--- config.mk ---
export PLATFORM = sky130hd
export DESIGN_NAME = frame_config_ctrl
export DESIGN_NICKNAME = d
export VERILOG_FILES = /design/src/rtl/frame_config_pkg.sv /design/src/rtl/frame_strobe_decode.sv /design/src/rtl/frame_config_ctrl.sv
export SDC_FILE = /design/constraint.sdc
export NUM_CORES = 1
export LEC_CHECK = 0
export ABC_AREA = 1
export ABC_CLOCK_PERIOD_IN_PS = 9500
export CORE_MARGIN = 2
export CORE_UTILIZATION = 29
export CTS_CLUSTER_DIAMETER = 150
export DETAILED_ROUTE_END_ITERATION = 10
export HOLD_SLACK_MARGIN = 0.06
export PLACE_DENSITY = 0.62
export SETUP_SLACK_MARGIN = 0.2
export SLEW_MARGIN = 20
export SYNTH_ARGS = -nofsm -noshare
export SYNTH_HDL_FRONTEND = slang
export SYNTH_SLANG_ARGS = --single-unit
--- constraint.sdc ---
create_clock -name clk -period 9.5 [get_ports clk]
set_input_delay 2.375 -clock clk [delete_from_list [all_inputs] [get_ports clk]]
set_output_delay 2.375 -clock clk [all_outputs]
set_load 0.01 [all_outputs]
--- src/rtl/frame_config_pkg.sv ---
// Shared types and constants for the frame configuration loader.
// Header layout: [31:28] opcode, [15:8] column, [4:0] frame.
package frame_config_pkg;

  typedef enum logic [1:0] {
    HUNT,
    CMD,
    LOAD,
    STROBE
  } state_t;

  localparam logic [3:0] OP_NOP    = 4'h0;
  localparam logic [3:0] OP_WRITE  = 4'h1;
  localparam logic [3:0] OP_DESYNC = 4'hF;

  localparam int OPC_LSB = 28;
  localparam int OPC_W   = 4;
  localparam int COL_LSB = 8;
  localparam int COL_W   = 8;
  localparam int FRM_LSB = 0;
  localparam int FRM_W   = 5;

  localparam logic [31:0] SYNC_WORD_DEF = 32'hFAB0_FAB1;

endpackage

--- src/rtl/frame_strobe_decode.sv ---
// Column/frame address to one-hot frame strobe vector.
// All bits are low while i_en is low.
module frame_strobe_decode
  import frame_config_pkg::*;
#(
  parameter int NUM_COLS       = 4,
  parameter int FRAMES_PER_COL = 20
) (
  input  logic                               i_en,
  input  logic [COL_W-1:0]                   i_col,
  input  logic [FRM_W-1:0]                   i_frm,
  output logic [NUM_COLS*FRAMES_PER_COL-1:0] o_strobe
);

  localparam int N = NUM_COLS * FRAMES_PER_COL;

  logic [31:0] w_idx;

  assign w_idx = 32'(i_col) * 32'(FRAMES_PER_COL)
               + 32'(i_frm);

  always_comb begin
    o_strobe = '0;
    for (int i = 0; i < N; i++) begin
      o_strobe[i] = i_en && (w_idx == 32'(i));
    end
  end

endmodule

--- src/rtl/frame_config_ctrl.sv ---
// Bitstream loader: hunts for sync, parses write-frame headers,
// assembles frame data and pulses one frame strobe per frame.
module frame_config_ctrl
  import frame_config_pkg::*;
#(
  parameter int          FRAME_WORDS    = 4,
  parameter int          NUM_COLS       = 4,
  parameter int          FRAMES_PER_COL = 20,
  parameter int          STROBE_CYCLES  = 2,
  parameter logic [31:0] SYNC_WORD      = SYNC_WORD_DEF
) (
  input  logic                               clk,
  input  logic                               rst_n,
  input  logic [31:0]                        s_data,
  input  logic                               s_valid,
  output logic                               s_ready,
  output logic [32*FRAME_WORDS-1:0]          frame_data,
  output logic [NUM_COLS*FRAMES_PER_COL-1:0] frame_strobe,
  output logic                               cfg_busy,
  output logic                               cfg_done,
  output logic                               cfg_err,
  output logic [15:0]                        frame_count
);

  localparam int WW = (FRAME_WORDS > 1) ?
                      $clog2(FRAME_WORDS) : 1;
  localparam int SW = (STROBE_CYCLES > 1) ?
                      $clog2(STROBE_CYCLES) : 1;
  localparam logic [WW-1:0] W_LAST = WW'(FRAME_WORDS - 1);
  localparam logic [SW-1:0] S_LAST = SW'(STROBE_CYCLES - 1);

  state_t r_state;
  state_t w_next;

  logic [COL_W-1:0]          r_col;
  logic [FRM_W-1:0]          r_frm;
  logic [WW-1:0]             r_wcnt;
  logic [SW-1:0]             r_scnt;
  logic [32*FRAME_WORDS-1:0] r_data;
  logic                      r_done;
  logic                      r_err;
  logic [15:0]               r_count;

  logic             w_acc;
  logic [OPC_W-1:0] w_opc;
  logic [COL_W-1:0] w_col;
  logic [FRM_W-1:0] w_frm;
  logic             w_sync;
  logic             w_in_rng;
  logic             w_wr;
  logic             w_desync;
  logic             w_bad;
  logic             w_wlast;
  logic             w_slast;
  logic             w_strobe_en;

  assign w_acc    = s_valid & s_ready;
  assign w_opc    = s_data[OPC_LSB +: OPC_W];
  assign w_col    = s_data[COL_LSB +: COL_W];
  assign w_frm    = s_data[FRM_LSB +: FRM_W];
  assign w_sync   = (s_data == SYNC_WORD);
  assign w_in_rng = (int'(w_col) < NUM_COLS) &&
                    (int'(w_frm) < FRAMES_PER_COL);

  // Sync takes priority: its opcode nibble would read as DESYNC.
  assign w_wr     = !w_sync && (w_opc == OP_WRITE) && w_in_rng;
  assign w_desync = !w_sync && (w_opc == OP_DESYNC);
  assign w_bad    = !w_sync && (w_opc != OP_NOP) &&
                    !w_wr && !w_desync;
  assign w_wlast  = (r_wcnt == W_LAST);
  assign w_slast  = (r_scnt == S_LAST);

  always_ff @(posedge clk or negedge rst_n) begin
    if (!rst_n) begin
      r_state <= HUNT;
    end else begin
      r_state <= w_next;
    end
  end

  always_comb begin
    w_next = r_state;
    unique case (r_state)
      HUNT: begin
        if (w_acc && w_sync) w_next = CMD;
      end
      CMD: begin
        if (w_acc) begin
          unique case (1'b1)
            w_wr:            w_next = LOAD;
            w_desync, w_bad: w_next = HUNT;
            default:         w_next = CMD;
          endcase
        end
      end
      LOAD: begin
        if (w_acc && w_wlast) w_next = STROBE;
      end
      STROBE: begin
        if (w_slast) w_next = CMD;
      end
      default: w_next = HUNT;
    endcase
  end

  always_comb begin
    s_ready     = (r_state != STROBE);
    cfg_busy    = (r_state != HUNT);
    w_strobe_en = (r_state == STROBE);
  end

  always_ff @(posedge clk or negedge rst_n) begin
    if (!rst_n) begin
      r_col   <= '0;
      r_frm   <= '0;
      r_wcnt  <= '0;
      r_scnt  <= '0;
      r_data  <= '0;
      r_done  <= 1'b0;
      r_err   <= 1'b0;
      r_count <= '0;
    end else begin
      unique case (r_state)
        HUNT: begin
          if (w_acc && w_sync) begin
            r_done  <= 1'b0;
            r_err   <= 1'b0;
            r_count <= '0;
          end
        end
        CMD: begin
          if (w_acc && w_wr) begin
            r_col  <= w_col;
            r_frm  <= w_frm;
            r_wcnt <= '0;
          end
          if (w_acc && w_desync) r_done <= 1'b1;
          if (w_acc && w_bad)    r_err  <= 1'b1;
        end
        LOAD: begin
          if (w_acc) begin
            // First word of a frame lands in the top row.
            for (int k = 0; k < FRAME_WORDS; k++) begin
              if (r_wcnt == WW'(k))
                r_data[32*(FRAME_WORDS-k)-1 -: 32] <= s_data;
            end
            r_wcnt <= w_wlast ? '0 : r_wcnt + 1'b1;
          end
        end
        STROBE: begin
          r_scnt <= w_slast ? '0 : r_scnt + 1'b1;
          if (w_slast && (r_count != 16'hFFFF))
            r_count <= r_count + 16'd1;
        end
        default: ;
      endcase
    end
  end

  frame_strobe_decode #(
    .NUM_COLS       (NUM_COLS),
    .FRAMES_PER_COL (FRAMES_PER_COL)
  ) u_dec (
    .i_en     (w_strobe_en),
    .i_col    (r_col),
    .i_frm    (r_frm),
    .o_strobe (frame_strobe)
  );

  assign frame_data  = r_data;
  assign cfg_done    = r_done;
  assign cfg_err     = r_err;
  assign frame_count = r_count;

endmodule

==> metrics.md <==
| Metric | Value |
|---|---|
| Top Usage Layer GRT | met2 |
| Final worst setup slack | 3.25 ns |
| Width of the die | 168 um |
| Cell family with the largest share of critical-path delay | simple AND/OR/NAND/NOR gates |
| Maximum fanout along the worst path | 16 |
| Max Transition Viols Final | 0 |
| Critical Path Sink Type | primary output |
| Slew at the pin with the worst max-slew slack | 0.934 ns |
| Register clock-pin slew on the reported worst setup and hold paths | 0.06 ns |
| Number of global-route vias before repair | 6788 |
| Met2 GRT Util | 28.2% |
| Post-synth cell types | 32 |
| Outcome | finished clean |
| Maximum achievable frequency | 160 MHz |
| Cts bufs inserted | 17 |
| Maximum buffer depth of the clock tree | 2 |
| Number of DRC violations after detailed routing | 0 |
| IO buf count | 262 |
| Die height | 168 um |
| Min Tclk post-route | 6.25 ns |
| Path type of the worst setup path | reg -> out |
| Final weighted congestion of routability-driven global placement | 0.812 |
| Root buffer cell | sky130_fd_sc_hd__clkbuf_16 |
| Number of warnings reported in the yosys synthesis log | 0 |
| Critical Path Start Type | register |
| Worst path arrival time | 3.88 ns |
| Post-Syn Nets | 982 |
| Effective utilization at floorplan | 29.7% |
| Core area | 26200 um2 |
| Unrepaired setup endpoints after global routing | false |
| Leakage | 4.98 nW |
| Post-detail-place hpwl | 17.3 mm |
| Max-cap check violation count | 0 |
| Sequential area share after synthesis | 52.8% |
| # placed instances | 1484 |
| Min-Delay Path Class | reg -> reg |
| Number of nets with antenna violations after detailed routing | 0 |
| Total count of hold-check failures in the final report | 0 |
| NumNets Final | 1229 |
| Met1 Use GR | 21.5% |
| Normalized max-slew margin | 37.8% |
| Initial antenna violation count | 0 |
| Final-layout worst hold slack | 0.473 ns |
| Total Neg Setup Slack | 0 ns |
| Total length of routed wires | 23.9 mm |
| Global-route wire length before repair | 38.4 mm |
| Initial DRC Count | 283 |
| Met3 GRT Util | 7.07% |
| Overflow after GRT | 0 |
| Ratio of cells with drive above 1 in the final layout | 6.69% |
| Detailed-router iteration count before antenna repair | 5 |
| Via count of the routed design | 6878 |
| Number of buffers added to fix hold violations after cts | 0 |
| Number of levels in the clock H-tree | 4 |
| Number of placed I/O pins | 263 |
| Fin cells | 1515 |
| Instance count of the mapped netlist | 921 |
| Share of the clock period used by the worst path after layout | 65.8% |
| Setup Viol. Count Final | 0 |
| Setup Fix Bufs, Post-CTS | 0 |
| Num Clock Sinks | 164 |
| Worst reg-to-reg path cell count | 8 |
| Slowest stage delay, CP | 0.56 ns |
| Crit path buffers/inverters | 3 |
| Post-cts gate resize count | 0 |
| Slowest-stage cell, CP | sky130_fd_sc_hd__clkdlybuf4s50_1 |
| Power density over cell area | 135 nW/um2 |
| Count of inserted antenna diode cells | 0 |
| Combined global-route utilization of all metal layers | 17.3% |
| Per-instance average area after synthesis | 8.44 um2 |
| Max VDD drop | 0.0950 mV |
| Post-Route Skew | 0.0164 ns |
| Cell area after technology mapping | 7770 um2 |
| Required time worst endpoint | 7.13 ns |
| Vias per cell | 4.54 |
| Clock tree from TritonCTS | done |
| Worst slack at placement | 3.65 ns |
| Maximum number of pins on one net before global-route repair | 104 |
| Clock latency on the worst-skew pair | 0.43 ns |
| Synthesis-to-layout area growth | 45.5% |
| WL per Instance | 15.8 um |
| Number of rows in the core area | 59 |
| Fill cell total of the finished layout | 2623 |
| Floorplan die area | 28100 um2 |
| Depth of the worst hold-timing path | 2 |
| Number of synthesized register bits | 164 |
| Cell breakdown of the critical path | ha_1 -> ha_1 -> inv_1 -> fa_1 -> nor2_4 -> nand3_1 -> nor2_2 -> nand3_1 -> nand2_1 -> inv_2 -> nor2_4 -> nand4_1 -> nor2_1 -> clkdlybuf4s50_1 |
| Total stage count of the critical path | 14 |
==> layout make-up <==
| type | instances | area [um2] | area share, % |
|---|---|---|---|
| clock inverters | 14 | 215 | 1.90 |
| multi-input cells | 647 | 3220 | 28.5 |
| clock buffers | 17 | 425 | 3.76 |
| repair buffers | 266 | 2650 | 23.5 |
| flip-flops and latches | 164 | 4100 | 36.3 |
| inverters | 72 | 270 | 2.39 |
| well taps | 335 | 419 | 3.71 |
==> through the flow <==
step,instance area (um2),util (%),total power [W]
floorplan,7770,-,0.000739
global placement,10700,40.7,0.000782
detailed placement,10700,40.7,0.000784
CTS,11300,43.1,0.00155
global route,11300,43.2,0.00159
finish,11300,43.2,0.00153
==> flip-flops by register name (all words and copies together) (netlist names) <==
signal       flops
frame_data     128
r_col            8
cfg_err          1
r_scnt           1
r_frm            5
cfg_done         1
frame_count     16
r_wcnt           2
r_state          2
==> cells by family after synthesis <==
group | count (synthesis) | share of synthesized area, %
AND/OR/NAND/NOR | 440 | 24.5
AO/OA/AOI/OAI | 168 | 10.8
flip-flops | 164 | 52.8
buffers and inverters | 110 | 5.94
adder cells (fa/ha/maj) | 26 | 4.38
XOR/XNOR | 13 | 1.56
==> power by group <==
| part | internal [W] | switching, W | total [W] |
|---|---|---|---|
| Clock | 0.000449 | 0.000309 | 0.000758 |
| Sequential | 0.000702 | 0.00000324 | 0.000705 |
| Combinational | 0.0000217 | 0.0000435 | 0.0000652 |
==> routing by layer <==
layer / vias to the layer above / share of wire [%]
met5: - / 0
met1: 3177 / 43
met2: 236 / 46
met3: 16 / 9.6
li1: 3449 / -
met4: 0 / 0.97
==> Yosys cell counts <==
library cell               number  area share, %
sky130_fd_sc_hd__nand2_1      238             11
sky130_fd_sc_hd__dfrtp_1      164             53
sky130_fd_sc_hd__o21ai_0      156             10
sky130_fd_sc_hd__nor2_1       121            5.8
sky130_fd_sc_hd__inv_1         70            3.4
sky130_fd_sc_hd__clkbuf_1      29            1.4
sky130_fd_sc_hd__ha_1          24            3.9
sky130_fd_sc_hd__nand3_1       22            1.4
sky130_fd_sc_hd__nand4_1       16            1.3
sky130_fd_sc_hd__or2_2         11           0.89
sky130_fd_sc_hd__a21oi_1       10           0.64
sky130_fd_sc_hd__xor2_1         9            1.0
sky130_fd_sc_hd__nor2_2         7           0.56
sky130_fd_sc_hd__nand3_2        6           0.77
sky130_fd_sc_hd__nand4_2        6           0.97
sky130_fd_sc_hd__buf_6          4           0.58
sky130_fd_sc_hd__buf_2          3           0.19
sky130_fd_sc_hd__nor2_4         3           0.43
sky130_fd_sc_hd__nor3_1         3           0.19
sky130_fd_sc_hd__xnor2_1        3           0.34
sky130_fd_sc_hd__fa_1           2           0.51
sky130_fd_sc_hd__inv_2          2          0.097
sky130_fd_sc_hd__nand2_2        2           0.16
sky130_fd_sc_hd__nand3b_1       2           0.19
sky130_fd_sc_hd__buf_4          1          0.097
sky130_fd_sc_hd__buf_8          1           0.19
sky130_fd_sc_hd__nor3_2         1           0.13
sky130_fd_sc_hd__nor3b_1        1          0.097
sky130_fd_sc_hd__nor4_1         1          0.081
sky130_fd_sc_hd__o21ai_1        1          0.064
sky130_fd_sc_hd__o22ai_1        1          0.081
sky130_fd_sc_hd__xor2_2         1           0.21
==> worst reg2reg max path, cell delays in order (launching register included) <==
cell and delay (ns):
sky130_fd_sc_hd__dfrtp_1 0.41, sky130_fd_sc_hd__ha_1 0.39, sky130_fd_sc_hd__inv_1 0.42, sky130_fd_sc_hd__nand2_1 0.20, sky130_fd_sc_hd__nor2_1 0.40, sky130_fd_sc_hd__nand2_2 0.42, sky130_fd_sc_hd__buf_4 0.41, sky130_fd_sc_hd__nand2_1 0.11
sky130_fd_sc_hd__o21ai_0 0.08
==> cell usage in the layout (no fill, tap or decap) <==
| master | netlist | layout |
|---|---|---|
| sky130_fd_sc_hd__buf_4 | 1 | 4 |
| sky130_fd_sc_hd__nand2_2 | 2 | 5 |
| sky130_fd_sc_hd__nand4_2 | 6 | 6 |
| sky130_fd_sc_hd__nand3_2 | 6 | 6 |
| sky130_fd_sc_hd__nor2_1 | 121 | 121 |
| sky130_fd_sc_hd__fa_1 | 2 | 2 |
| sky130_fd_sc_hd__o21ai_0 | 156 | 156 |
| sky130_fd_sc_hd__xor2_2 | 1 | 1 |
| sky130_fd_sc_hd__nand4_1 | 16 | 16 |
| sky130_fd_sc_hd__nand3b_1 | 2 | 2 |
| sky130_fd_sc_hd__o22ai_1 | 1 | 1 |
| sky130_fd_sc_hd__inv_8 | 0 | 3 |
| sky130_fd_sc_hd__nor2_2 | 7 | 7 |
| sky130_fd_sc_hd__inv_2 | 2 | 2 |
| sky130_fd_sc_hd__a21oi_1 | 10 | 10 |
| sky130_fd_sc_hd__buf_6 | 4 | 1 |
| sky130_fd_sc_hd__or2_2 | 11 | 11 |
| sky130_fd_sc_hd__xnor2_1 | 3 | 3 |
| sky130_fd_sc_hd__clkdlybuf4s50_1 | 0 | 261 |
| sky130_fd_sc_hd__nor2_4 | 3 | 3 |
| sky130_fd_sc_hd__inv_1 | 70 | 70 |
| sky130_fd_sc_hd__nand2_4 | 0 | 1 |
| sky130_fd_sc_hd__nor3_1 | 3 | 3 |
| sky130_fd_sc_hd__nor3b_1 | 1 | 1 |
| sky130_fd_sc_hd__dfrtp_1 | 164 | 164 |
| sky130_fd_sc_hd__nor3_2 | 1 | 1 |
| sky130_fd_sc_hd__o21ai_1 | 1 | 1 |
| sky130_fd_sc_hd__clkinv_4 | 0 | 4 |
| sky130_fd_sc_hd__ha_1 | 24 | 24 |
| sky130_fd_sc_hd__nand2_1 | 238 | 234 |
| sky130_fd_sc_hd__bufinv_16 | 0 | 4 |
| sky130_fd_sc_hd__nand3_1 | 22 | 22 |
| sky130_fd_sc_hd__clkbuf_16 | 0 | 17 |
| sky130_fd_sc_hd__inv_6 | 0 | 3 |
| sky130_fd_sc_hd__nor4_1 | 1 | 1 |
| sky130_fd_sc_hd__xor2_1 | 9 | 9 |
==> worst paths after layout <==
kind | startpoint | end | slack [ns]
min in group asynchronous | rst_n | frame_data[0] | 2.04
max reg2reg | r_state[0] | frame_data[119] | 6.53
min | r_scnt | r_scnt | 0.47
max | r_col[1] | frame_strobe[73] | 3.25
max in group asynchronous | rst_n | r_col[3] | 6.10
min reg2reg | r_scnt | r_scnt | 0.47
(Power assumes the default switching activity.)
